--- src/rtl/dmem_arb_pkg.sv ---
// Shared types and constants for the data-memory arbiter between the core
// and the secondary (DMA/debug) master.
package dmem_arb_pkg;

   localparam int WAIT_CNT_W = 4;

   typedef enum logic {
      ARB   = 1'b0,
      LOCK1 = 1'b1
   } arb_state_t;

   typedef enum logic [1:0] {
      OWN_NONE = 2'd0,
      OWN_P0   = 2'd1,
      OWN_P1   = 2'd2
   } owner_t;

endpackage

--- src/rtl/dmem_arb_resp.sv ---
// Read-response routing: remembers which port issued the load last cycle and
// steers the memory's read data to that port only.
module dmem_arb_resp
   import dmem_arb_pkg::*;
#(
   parameter int DATA_WIDTH = 32
) (
   input  logic                  clk,
   input  logic                  rst_n,
   input  logic                  i_rd0,
   input  logic                  i_rd1,
   input  logic [DATA_WIDTH-1:0] i_mem_rdata,
   output logic                  o_p0_rvalid,
   output logic [DATA_WIDTH-1:0] o_p0_rdata,
   output logic                  o_p1_rvalid,
   output logic [DATA_WIDTH-1:0] o_p1_rdata
);

   owner_t r_owner;

   always_ff @(posedge clk or negedge rst_n) begin
      if (!rst_n) begin
         r_owner <= OWN_NONE;
      end else if (i_rd0) begin
         r_owner <= OWN_P0;
      end else if (i_rd1) begin
         r_owner <= OWN_P1;
      end else begin
         r_owner <= OWN_NONE;
      end
   end

   // Memory read data arrives one cycle after issue, so it is routed, not stored.
   assign o_p0_rvalid = (r_owner == OWN_P0);
   assign o_p1_rvalid = (r_owner == OWN_P1);
   assign o_p0_rdata  = o_p0_rvalid ? i_mem_rdata : '0;
   assign o_p1_rdata  = o_p1_rvalid ? i_mem_rdata : '0;

endmodule

--- src/rtl/dmem_arbiter.sv ---
// Single-port data memory arbiter: core (port 0) has fixed priority, port 1 is
// forced through after MAX_WAIT refusals and may lock the memory for RMW.
module dmem_arbiter
   import dmem_arb_pkg::*;
#(
   parameter int DATA_WIDTH = 32,
   parameter int MAX_WAIT   = 4
) (
   input  logic                  clk,
   input  logic                  rst_n,
   input  logic                  p0_valid,
   output logic                  p0_ready,
   input  logic                  p0_wr_en,
   input  logic [DATA_WIDTH-1:0] p0_addr,
   input  logic [DATA_WIDTH-1:0] p0_wdata,
   input  logic [2:0]            p0_funct3,
   output logic                  p0_rvalid,
   output logic [DATA_WIDTH-1:0] p0_rdata,
   output logic                  p0_stall,
   input  logic                  p1_valid,
   output logic                  p1_ready,
   input  logic                  p1_wr_en,
   input  logic [DATA_WIDTH-1:0] p1_addr,
   input  logic [DATA_WIDTH-1:0] p1_wdata,
   input  logic [2:0]            p1_funct3,
   input  logic                  p1_lock,
   output logic                  p1_rvalid,
   output logic [DATA_WIDTH-1:0] p1_rdata,
   output logic                  mem_wr_en,
   output logic [DATA_WIDTH-1:0] mem_addr,
   output logic [DATA_WIDTH-1:0] mem_wdata,
   output logic [2:0]            mem_funct3,
   input  logic [DATA_WIDTH-1:0] mem_rdata,
   output arb_state_t            dbg_state,
   output logic [WAIT_CNT_W-1:0] dbg_wait_cnt
);

   // Handshake: a request transfers (issues) in the cycle where valid and ready
   // are both high; the requester holds its payload stable until then.

   localparam logic [WAIT_CNT_W-1:0] MAX_WAIT_C = WAIT_CNT_W'(MAX_WAIT);

   arb_state_t            r_state;
   logic [WAIT_CNT_W-1:0] r_wait_cnt;
   logic                  w_force1;
   logic                  w_issue0;
   logic                  w_issue1;

   always_comb begin
      w_force1 = p1_valid && (r_wait_cnt == MAX_WAIT_C);
      p0_ready = 1'b0;
      p1_ready = 1'b0;
      // Readies are gated by reset so nothing can issue while rst_n is low.
      if (rst_n) begin
         if (r_state == LOCK1) begin
            p1_ready = 1'b1;
         end else begin
            p0_ready = !w_force1;
            p1_ready = w_force1 || !p0_valid;
         end
      end
   end

   assign w_issue0 = p0_valid && p0_ready;
   assign w_issue1 = p1_valid && p1_ready;
   assign p0_stall = p0_valid && !p0_ready;

   always_comb begin
      mem_wr_en  = 1'b0;
      mem_addr   = '0;
      mem_wdata  = '0;
      mem_funct3 = 3'b000;
      if (w_issue0) begin
         mem_wr_en  = p0_wr_en;
         mem_addr   = p0_addr;
         mem_wdata  = p0_wdata;
         mem_funct3 = p0_funct3;
      end else if (w_issue1) begin
         mem_wr_en  = p1_wr_en;
         mem_addr   = p1_addr;
         mem_wdata  = p1_wdata;
         mem_funct3 = p1_funct3;
      end
   end

   always_ff @(posedge clk or negedge rst_n) begin
      if (!rst_n) begin
         r_state    <= ARB;
         r_wait_cnt <= '0;
      end else begin
         case (r_state)
            ARB: begin
               if (w_issue1 && p1_lock) begin
                  r_state <= LOCK1;
               end
            end
            LOCK1: begin
               if (w_issue1 && !p1_lock) begin
                  r_state <= ARB;
               end
            end
            default: r_state <= ARB;
         endcase

         if ((r_state == LOCK1) || w_issue1 || !p1_valid) begin
            r_wait_cnt <= '0;
         end else if (r_wait_cnt < MAX_WAIT_C) begin
            r_wait_cnt <= r_wait_cnt + 1'b1;
         end
      end
   end

   assign dbg_state    = r_state;
   assign dbg_wait_cnt = r_wait_cnt;

   dmem_arb_resp #(
      .DATA_WIDTH (DATA_WIDTH)
   ) u_resp (
      .clk         (clk),
      .rst_n       (rst_n),
      .i_rd0       (w_issue0 && !p0_wr_en),
      .i_rd1       (w_issue1 && !p1_wr_en),
      .i_mem_rdata (mem_rdata),
      .o_p0_rvalid (p0_rvalid),
      .o_p0_rdata  (p0_rdata),
      .o_p1_rvalid (p1_rvalid),
      .o_p1_rdata  (p1_rdata)
   );

   a_p0_stable : assert property (@(posedge clk) disable iff (!rst_n)
      (p0_valid && !p0_ready) |=> (!p0_valid || $stable({p0_wr_en, p0_addr, p0_wdata, p0_funct3})));

   a_p1_stable : assert property (@(posedge clk) disable iff (!rst_n)
      (p1_valid && !p1_ready) |=> (!p1_valid || $stable({p1_wr_en, p1_addr, p1_wdata, p1_funct3})));

endmodule

--- config.mk ---
export PLATFORM = sky130hd
export DESIGN_NAME = dmem_arbiter
export DESIGN_NICKNAME = d
export VERILOG_FILES = /design/src/rtl/dmem_arb_pkg.sv /design/src/rtl/dmem_arb_resp.sv /design/src/rtl/dmem_arbiter.sv
export SDC_FILE = /design/constraint.sdc
export NUM_CORES = 1
export LEC_CHECK = 0
export ABC_AREA = 1
export CAP_MARGIN = 20
export CORE_AREA = 2 2 123 125
export CTS_BUF_LIST = sky130_fd_sc_hd__clkbuf_8 sky130_fd_sc_hd__clkbuf_16
export DETAILED_ROUTE_END_ITERATION = 16
export DIE_AREA = 0 0 125 127
export REMOVE_ABC_BUFFERS = 1
export SLEW_MARGIN = 20
export SYNTH_ARGS = -nofsm -noshare
export SYNTH_HDL_FRONTEND = slang
export SYNTH_SLANG_ARGS = --single-unit
--- constraint.sdc ---
create_clock -name clk -period 2.3 [get_ports clk]
set_input_delay 0.46 -clock clk [delete_from_list [all_inputs] [get_ports clk]]
set_output_delay 0.46 -clock clk [all_outputs]
set_load 0.05 [all_outputs]
==> metrics.txt, run 1 <==
# TYPE chip_impl_metric gauge
chip_impl_metric{name="detailed_place_hpwl",unit="mm"} 11.1
chip_impl_metric{name="detail_route.wl_per_cell",unit="um"} 18.2
chip_impl_metric{name="pre_cts_slack",unit="ns"} -0.0876
chip_impl_metric{name="global_route.usage.total",unit="%"} 17.3
chip_impl_metric{name="die-width",unit="um"} 125
chip_impl_metric{name="min_period",unit="ns"} 2.33
chip_impl_metric{name="timing.critical_path.arrival",unit="ns"} 1.87
chip_impl_metric{name="routed-via-count",unit=""} 3953
chip_impl_metric{name="ctsHoldBuffers",unit=""} 0
chip_impl_info{name="grt_setup_unrepaired",value="true"} 1
chip_impl_metric{name="p_per_area",unit="mW/mm^2"} 351
chip_impl_metric{name="globalRoute.totalOverflow",unit=""} 0
chip_impl_metric{name="finalHoldViolCount",unit=""} 0
chip_impl_metric{name="ant_nets",unit=""} 0
chip_impl_metric{name="skew_pair_late_insertion_delay",unit="ns"} 0.23
chip_impl_metric{name="num_rows",unit=""} 44
chip_impl_metric{name="drt_pass1_iterations",unit=""} 4
chip_impl_metric{name="timing.final.max_slew_violations",unit=""} 0
chip_impl_metric{name="slew_headroom",unit="%"} 61.9
chip_impl_metric{name="floorplan.die.height",unit="um"} 127
chip_impl_info{name="critPathLaunchType",value="flop"} 1
chip_impl_info{name="crit_path_end_kind",value="primary output"} 1
chip_impl_metric{name="num_io_pins",unit=""} 315
chip_impl_metric{name="final_layout_size_suffix_gt1_share",unit="%"} 44.4
chip_impl_info{name="timing.hold.worst.class",value="primary input to async pin"} 1
chip_impl_metric{name="setup_slack",unit="ns"} -0.0334
chip_impl_metric{name="drt_first_iter_violations",unit=""} 110
chip_impl_metric{name="grt_start_max_net_pins",unit=""} 80
chip_impl_metric{name="grt_first_pass_wirelength",unit="mm"} 22.0
chip_impl_metric{name="finalSetupViolCount",unit=""} 31
chip_impl_metric{name="clock_skew",unit="ns"} 0.00246
chip_impl_metric{name="clock_tree.htree_level_count",unit=""} 1
chip_impl_metric{name="cts_buffers",unit=""} 3
chip_impl_metric{name="total_leakage_power",unit="nW"} 3.54
chip_impl_metric{name="portBuffers",unit=""} 314
chip_impl_metric{name="detail_route.wirelength",unit="mm"} 16.3
chip_impl_metric{name="drt-vias-per-instance",unit=""} 4.40
chip_impl_metric{name="ir_worst_vdd",unit="uV"} 207
chip_impl_metric{name="max_clock_freq",unit="MHz"} 429
chip_impl_metric{name="clkSinkCount",unit=""} 7
chip_impl_metric{name="initial_antenna_violation_count",unit=""} 1
chip_impl_info{name="failed_checks",value="setup timing"} 1
chip_impl_info{name="setup.worst_path.class",value="flop to primary output"} 1
chip_impl_metric{name="maxCapViolCount",unit=""} 0
chip_impl_metric{name="critPathRequiredTime",unit="ns"} 1.84
chip_impl_metric{name="worst_slew_pin_slew",unit="ns"} 0.569
chip_impl_metric{name="timing.final.crit_share",unit="%"} 101
chip_impl_metric{name="syn_area_per_cell",unit="um^2"} 4.81
chip_impl_info{name="status",value="finished with violations"} 1
chip_impl_metric{name="critical_path_peak_fanout",unit=""} 8
chip_impl_metric{name="dp.cells",unit=""} 858
chip_impl_metric{name="number_of_global_route_vias_before_repair",unit=""} 3815
chip_impl_metric{name="fp.dieArea",unit="mm^2"} 0.0159
chip_impl_metric{name="drt_drc_violations_left",unit=""} 0
chip_impl_metric{name="clkSlewWorstSetupHoldPaths",unit="ns"} 0.04
chip_impl_metric{name="synth-seq-area-share",unit="%"} 9.47
chip_impl_metric{name="synthesis.instances",unit=""} 385
chip_impl_metric{name="synthToLayoutAreaGrowth",unit="%"} 318
chip_impl_info{name="clock_tree_from_tritoncts",value="built"} 1
chip_impl_metric{name="totalNegativeSetupSlack",unit="ns"} -0.390
chip_impl_metric{name="fin_nets",unit=""} 890
chip_impl_metric{name="p_total",unit="W"} 0.00272
chip_impl_metric{name="fp.coreArea",unit="mm^2"} 0.0144
chip_impl_metric{name="floorplan.initialDensity",unit="%"} 12.8
chip_impl_metric{name="layout.cells.non_filler",unit=""} 899
chip_impl_metric{name="cts_max_path_buffers",unit=""} 2
chip_impl_metric{name="synth.ff_latch_count",unit=""} 7
chip_impl_info{name="clk_root_buffer_cell",value="clkbuf_16"} 1
chip_impl_metric{name="syn-cell-area",unit="mm^2"} 0.00185
chip_impl_metric{name="synthDistinctLibCells",unit=""} 17
chip_impl_metric{name="ys.warnings.count",unit=""} 0
chip_impl_metric{name="gp_congestion",unit=""} 0.807
## area by class of cell
| cell class | instances | area, um^2 |
|---|---|---|
| Sequential cell | 7 | 175 |
| Timing Repair Buffer | 361 | 5190 |
| Tap cell | 184 | 230 |
| Antenna cell | 1 | 2.50 |
| Fill cell | 1257 | 6690 |
| Inverter | 45 | 169 |
| Clock inverter | 1 | 3.75 |
| Multi-Input combinational cell | 297 | 1890 |
| Clock buffer | 3 | 75.1 |
## worst max-delay path, stage by stage, from the launching register on
cell and delay (ns):
dfrtp_1 0.36, inv_2 0.07, ha_4 0.15, nand2_2 0.06
inv_2 0.05, nand2_2 0.07, nand3_4 0.10, nor2_4 0.15
buf_12 0.17, clkbuf_16 0.19, nand2_4 0.06, nand2_4 0.07
buf_12 0.14
## cell usage after synthesis
cell	number	area, um^2
nor2_4	1	11.3
nor3_1	1	5.00
nand4_1	69	432
buf_2	8	40.0
buf_1	3	11.3
inv_1	44	165
clkbuf_1	22	82.6
nand3_4	1	17.5
buf_6	3	33.8
nand3_1	2	10.0
xor2_1	1	8.76
a21oi_1	3	15.0
dfrtp_1	7	175
ha_1	2	25.0
inv_2	1	3.75
nor2_1	73	274
nand2_1	144	541
## final timing paths
| check | startpoint | end | slack (ns) | cells after the start |
|---|---|---|---|---|
| hold / removal | rst_n | async pin | 0.26 | 2 |
| hold reg to reg | dbg_wait_cnt[3]$_DFFE_PN0P_ | dbg_wait_cnt[3]$_DFFE_PN0P_ | 0.56 | 2 |
| setup / recovery | dbg_wait_cnt[0]$_DFFE_PN0P_ | mem_funct3[2] | -0.03 | 12 |
| setup reg to reg | dbg_wait_cnt[0]$_DFFE_PN0P_ | dbg_wait_cnt[0]$_DFFE_PN0P_ | 0.14 | 15 |
| min in group clk | dbg_wait_cnt[3]$_DFFE_PN0P_ | dbg_wait_cnt[3]$_DFFE_PN0P_ | 0.56 | 2 |
| max in group asynchronous | rst_n | dbg_wait_cnt[0]$_DFFE_PN0P_ | 1.78 | 2 |
## report_power, final
part           switching (W)  internal, W  total (W)  leakage, nW
combinational        0.00116      0.00113    0.00229         3.40
clock              0.0000652     0.000226   0.000291       0.0423
sequential        0.00000688     0.000133   0.000140       0.0946
## cells by family (layout without fill, tap and decap cells)
kind of cell / after synthesis / count (layout) / share of synthesized area [%]
AOI/OAI and AO/OA: 3 / 3 / 0.811
and+or+nand+nor: 291 / 291 / 69.7
buffers and inverters: 81 / 410 / 18.2
adders and majority gates: 2 / 2 / 1.35
xor gates and xnor gates: 1 / 1 / 0.473
DFF: 7 / 7 / 9.47
other: 0 / 1 / 0
## layout by cell type (no fill, tap or decap)
master           synthesis  final
a21oi_1                  3      3
buf_12                   0    146
buf_16                   0      2
buf_2                    8      2
buf_4                    0     17
buf_6                    3      9
buf_8                    0      1
clkbuf_16                0     11
clkdlybuf4s50_1          0    175
dfrtp_1                  7      7
diode_2                  0      1
dlygate4sd2_1            0      1
ha_1                     2      1
ha_4                     0      1
inv_1                   44     43
inv_2                    1      3
nand2_1                144     22
nand2_2                  0     77
nand2_4                  0     45
nand3_1                  2      2
nand3_4                  1      1
nand4_1                 69     69
nor2_1                  73     73
nor2_4                   1      1
nor3_1                   1      1
xor2_2                   0      1
## metrics by stage
step	utilization, %	hold WS [ns]	cell area (um^2)
6_report	53.6	0.259	7740
5_1_grt	53.6	0.299	7740
4_1_cts	49.7	0.279	7170
3_5_place_dp	45.4	0.519	6550
3_3_place_gp	45.4	0.513	6550
2_1_floorplan	-	0.164	1680
## per-layer routing
metal  wire [um]  vias up  GRT usage [%]
met5           0        -              0
met4         288        0           3.07
met3        1180       14           3.06
met2        8560      221           32.4
met1        6320     1824           21.0
li1            -     1894              -
## repair_timing
item,4_1_cts,5_1_grt
cloned,5,11
pin swaps,10,54
resized for setup,71,121
hold endpoints to repair,0,0
endpoints found under the setup margin,68,70
setup buffers,23,2
Power figures use the tool's default switching activity.
==> run 2: changes to the inputs <==
Settings changed: HOLD_SLACK_MARGIN from default to 0.03.
==> results of run 2 <==
The final DEF is identical to that of run 1; final timing and power are the same.
==> run 3: changes to the inputs <==
Settings changed: ABC_AREA 1 to 0, CORE_AREA 2 2 123 125 to 2 2 124 126, DIE_AREA 0 0 125 127 to 0 0 126 128, PLACE_DENSITY from default to 0.53.
==> metrics.txt, run 3 <==
# TYPE chip_impl_metric gauge
chip_impl_metric{name="drt_drc_violations_left",unit=""} 0
chip_impl_info{name="clk_root_buffer_cell",value="clkbuf_16"} 1
chip_impl_info{name="failed_checks",value="setup timing"} 1
chip_impl_metric{name="max_clock_freq",unit="MHz"} 421
chip_impl_metric{name="ant_nets",unit=""} 0
chip_impl_metric{name="clock_tree.htree_level_count",unit=""} 1
chip_impl_metric{name="floorplan.die.height",unit="um"} 128
chip_impl_info{name="synth_flop_cell",value="dfrtp_1"} 1
chip_impl_metric{name="timing.final.max_slew_violations",unit=""} 0
chip_impl_metric{name="syn_area_per_cell",unit="um^2"} 6.68
chip_impl_metric{name="skew_pair_late_insertion_delay",unit="ns"} 0.23
chip_impl_metric{name="met2_routing_resource_usage_after_global_routing",unit="%"} 31.7
chip_impl_info{name="critPathLaunchType",value="flop"} 1
chip_impl_metric{name="ys.warnings.count",unit=""} 0
chip_impl_metric{name="antenna_cells",unit=""} 0
chip_impl_metric{name="synth-seq-area-share",unit="%"} 7.78
chip_impl_metric{name="finalHoldViolCount",unit=""} 0
chip_impl_metric{name="detailed_place_hpwl",unit="mm"} 11.5
chip_impl_metric{name="use_met1",unit="%"} 19.5
chip_impl_info{name="synth_top_cell_by_area",value="mux2i_1"} 1
chip_impl_info{name="mostFrequentLayoutCell",value="clkdlybuf4s50_1"} 1
chip_impl_metric{name="portBuffers",unit=""} 314
chip_impl_metric{name="grt_start_max_net_pins",unit=""} 48
chip_impl_metric{name="fp.coreArea",unit="mm^2"} 0.0149
chip_impl_metric{name="synth.ff_latch_count",unit=""} 7
chip_impl_info{name="grt_setup_unrepaired",value="true"} 1
chip_impl_metric{name="synthDistinctLibCells",unit=""} 23
chip_impl_metric{name="num_io_pins",unit=""} 315
chip_impl_metric{name="pre_cts_slack",unit="ns"} -0.311
chip_impl_metric{name="final.hold.worst_slack",unit="ns"} 0.338
chip_impl_metric{name="min_period",unit="ns"} 2.38
chip_impl_metric{name="die-width",unit="um"} 126
chip_impl_metric{name="detail_route.wl_per_cell",unit="um"} 17.8
chip_impl_info{name="timing.hold.worst.class",value="primary input to async pin"} 1
chip_impl_metric{name="maxCapViolCount",unit=""} 0
chip_impl_metric{name="setup_slack",unit="ns"} -0.0761
chip_impl_metric{name="syn-cell-area",unit="mm^2"} 0.00225
chip_impl_metric{name="gp_congestion",unit=""} 0.830
chip_impl_metric{name="fin_nets",unit=""} 839
chip_impl_info{name="crit_path_end_kind",value="primary output"} 1
chip_impl_info{name="synth.cells.most_frequent",value="137 x nand2_1, 68 x mux2i_1, 67 x and2_1, 12 x clkbuf_1, 10 x buf_2"} 1
chip_impl_metric{name="floorplan.initialDensity",unit="%"} 15.1
chip_impl_metric{name="total_leakage_power",unit="nW"} 3.19
chip_impl_metric{name="netlist.area_leader.share",unit="%"} 30.2
chip_impl_metric{name="globalRoute.totalOverflow",unit=""} 0
chip_impl_metric{name="p_per_area",unit="mW/mm^2"} 319
chip_impl_metric{name="fp.dieArea",unit="mm^2"} 0.0161
chip_impl_info{name="grt.busiest_layer",value="met2"} 1
chip_impl_metric{name="asr_flop_ratio_synth",unit="%"} 100
chip_impl_metric{name="timing.critical_path.arrival",unit="ns"} 1.92
chip_impl_metric{name="ir_worst_vdd",unit="uV"} 183
chip_impl_metric{name="routed-via-count",unit=""} 3640
chip_impl_metric{name="cts_max_path_buffers",unit=""} 2
chip_impl_metric{name="num_rows",unit=""} 45
chip_impl_metric{name="critPathRequiredTime",unit="ns"} 1.84
chip_impl_info{name="commonest_cells_after_routing_fill_and_taps_aside",value="174 x clkdlybuf4s50_1, 144 x buf_12, 137 x nand2_1"} 1
chip_impl_info{name="setup.worst_path.class",value="flop to primary output"} 1
chip_impl_metric{name="fillCellCount",unit=""} 1244
chip_impl_info{name="synth.top_cells.by_area",value="mux2i_1 30%, nand2_1 23%, and2_1 19%"} 1
chip_impl_metric{name="worst_slew_pin_slew",unit="ns"} 0.524
chip_impl_metric{name="number_of_global_route_vias_before_repair",unit=""} 3771
chip_impl_metric{name="detail_route.wirelength",unit="mm"} 15.1
chip_impl_info{name="clock_tree_from_tritoncts",value="built"} 1
chip_impl_metric{name="global_route.usage.total",unit="%"} 16.7
chip_impl_metric{name="synthesis.instances",unit=""} 337
chip_impl_metric{name="slew_headroom",unit="%"} 65.0
chip_impl_metric{name="grt_first_pass_wirelength",unit="mm"} 21.3
chip_impl_metric{name="final_layout_size_suffix_gt1_share",unit="%"} 37.1
chip_impl_info{name="post-synth-top-count-cell",value="nand2_1"} 1
chip_impl_metric{name="critical_path_peak_fanout",unit=""} 6
chip_impl_metric{name="initial_antenna_violation_count",unit=""} 0
chip_impl_metric{name="drt_pass1_iterations",unit=""} 4
chip_impl_metric{name="clkSlewWorstSetupHoldPaths",unit="ns"} 0.04
chip_impl_metric{name="synth-edff-count",unit=""} 0
chip_impl_metric{name="finalSetupViolCount",unit=""} 63
chip_impl_metric{name="drt-vias-per-instance",unit=""} 4.28
chip_impl_info{name="status",value="finished with violations"} 1
chip_impl_metric{name="clock_skew",unit="ns"} 0.00182
chip_impl_metric{name="drt_first_iter_violations",unit=""} 113
chip_impl_metric{name="synthToLayoutAreaGrowth",unit="%"} 261
chip_impl_metric{name="grt_use_met3",unit="%"} 3.51
chip_impl_metric{name="timing.final.crit_share",unit="%"} 103
chip_impl_metric{name="clkSinkCount",unit=""} 7
chip_impl_metric{name="cts_buffers",unit=""} 3
## run 3: changes by cell type after synthesis, moves of 3 or more
cell	change
and2_1	+67
buf_1	-3
buf_12	+8
buf_6	-3
clkbuf_1	-10
inv_1	-40
mux2i_1	+68
nand2_1	-7
nand3b_1	+3
nand4_1	-69
nor2_1	-69
nor2b_1	+3
## run 3: what timing repair did
item | CTS | global route
buffers inserted | 11 | 4
pin swaps | 2 | 0
endpoints found under the setup margin | 69 | 68
cloned | 4 | 5
hold buffers | 0 | 0
resized for setup | 79 | 60
## run 3: critical path, cell delays in order (launching register included)
cell and delay (ns):
dfrtp_1 0.38, inv_2 0.09, ha_4 0.15, nand4b_4 0.12
nand3b_4 0.16, buf_6 0.16, clkbuf_16 0.18, mux2i_4 0.27
buf_12 0.16
## run 3: kinds of logic (layout without fill, tap and decap cells)
family | Yosys count | in the layout | synth area share, %
adders and majority gates | 2 | 2 | 1.11
muxes | 68 | 68 | 30.2
DFF | 7 | 7 | 7.78
buffers and inverters | 34 | 360 | 12.0
and+or+nand+nor | 221 | 221 | 47.4
AOI/OAI and AO/OA | 5 | 5 | 1.50
## run 3: area by class of cell
cell class              count  area [um^2]  area share [%]
clock buffers               3         75.1           0.924
multi-input cells         296         2580            31.8
well taps                 188          235            2.90
repair buffers            352         5040            62.0
inverters                   4         15.0           0.185
clock inverters             1         3.75          0.0462
flip-flops and latches      7          175            2.16
## run 3: metal layers
metal  wire (um)  part of all wire (%)
met1        5720                    38
met2        8080                    53
met3        1160                   7.7
met4         182                   1.2
met5           0                     0
## run 3: final timing paths
path	depth (start not counted)	slack, ns	end	from
worst max-delay path	8	-0.08	mem_addr[9]	dbg_wait_cnt[0]$_DFFE_PN0P_
worst min-delay path	2	0.34	dbg_wait_cnt[1]$_DFFE_PN0P_	rst_n
worst max register to register	8	0.68	flop	dbg_wait_cnt[0]$_DFFE_PN0P_
worst min register to register	2	0.58	dbg_wait_cnt[3]$_DFFE_PN0P_	dbg_wait_cnt[3]$_DFFE_PN0P_
max in group asynchronous	2	1.68	async pin	rst_n
min in group clk	2	0.58	dbg_wait_cnt[3]$_DFFE_PN0P_	dbg_wait_cnt[3]$_DFFE_PN0P_
## run 3: power by group
| group | leakage (nW) | internal, W | total (W) | switching [W] |
|---|---|---|---|---|
| registers | 0.0947 | 0.000131 | 0.000137 | 0.00000609 |
| clock network | 0.0423 | 0.000226 | 0.000289 | 0.0000635 |
| logic | 3.06 | 0.00115 | 0.00217 | 0.00102 |
| total | 3.19 | 0.00151 | 0.00259 | 0.00108 |
## run 3: metrics by stage
step | util [%] | setup TNS [ns] | instance area (um^2) | power, W | std cells
floorplan | - | -108.97 | 2000 | 0.000888 | 307
global placement | 46.7 | -13.60 | 6950 | 0.00189 | 828
detailed placement | 46.7 | -15.13 | 6950 | 0.00190 | 828
CTS | 51.2 | -3.29 | 7610 | 0.00243 | 846
global route | 54.6 | -7.67 | 8120 | 0.00269 | 851
finish | 54.6 | -2.04 | 8120 | 0.00259 | 851
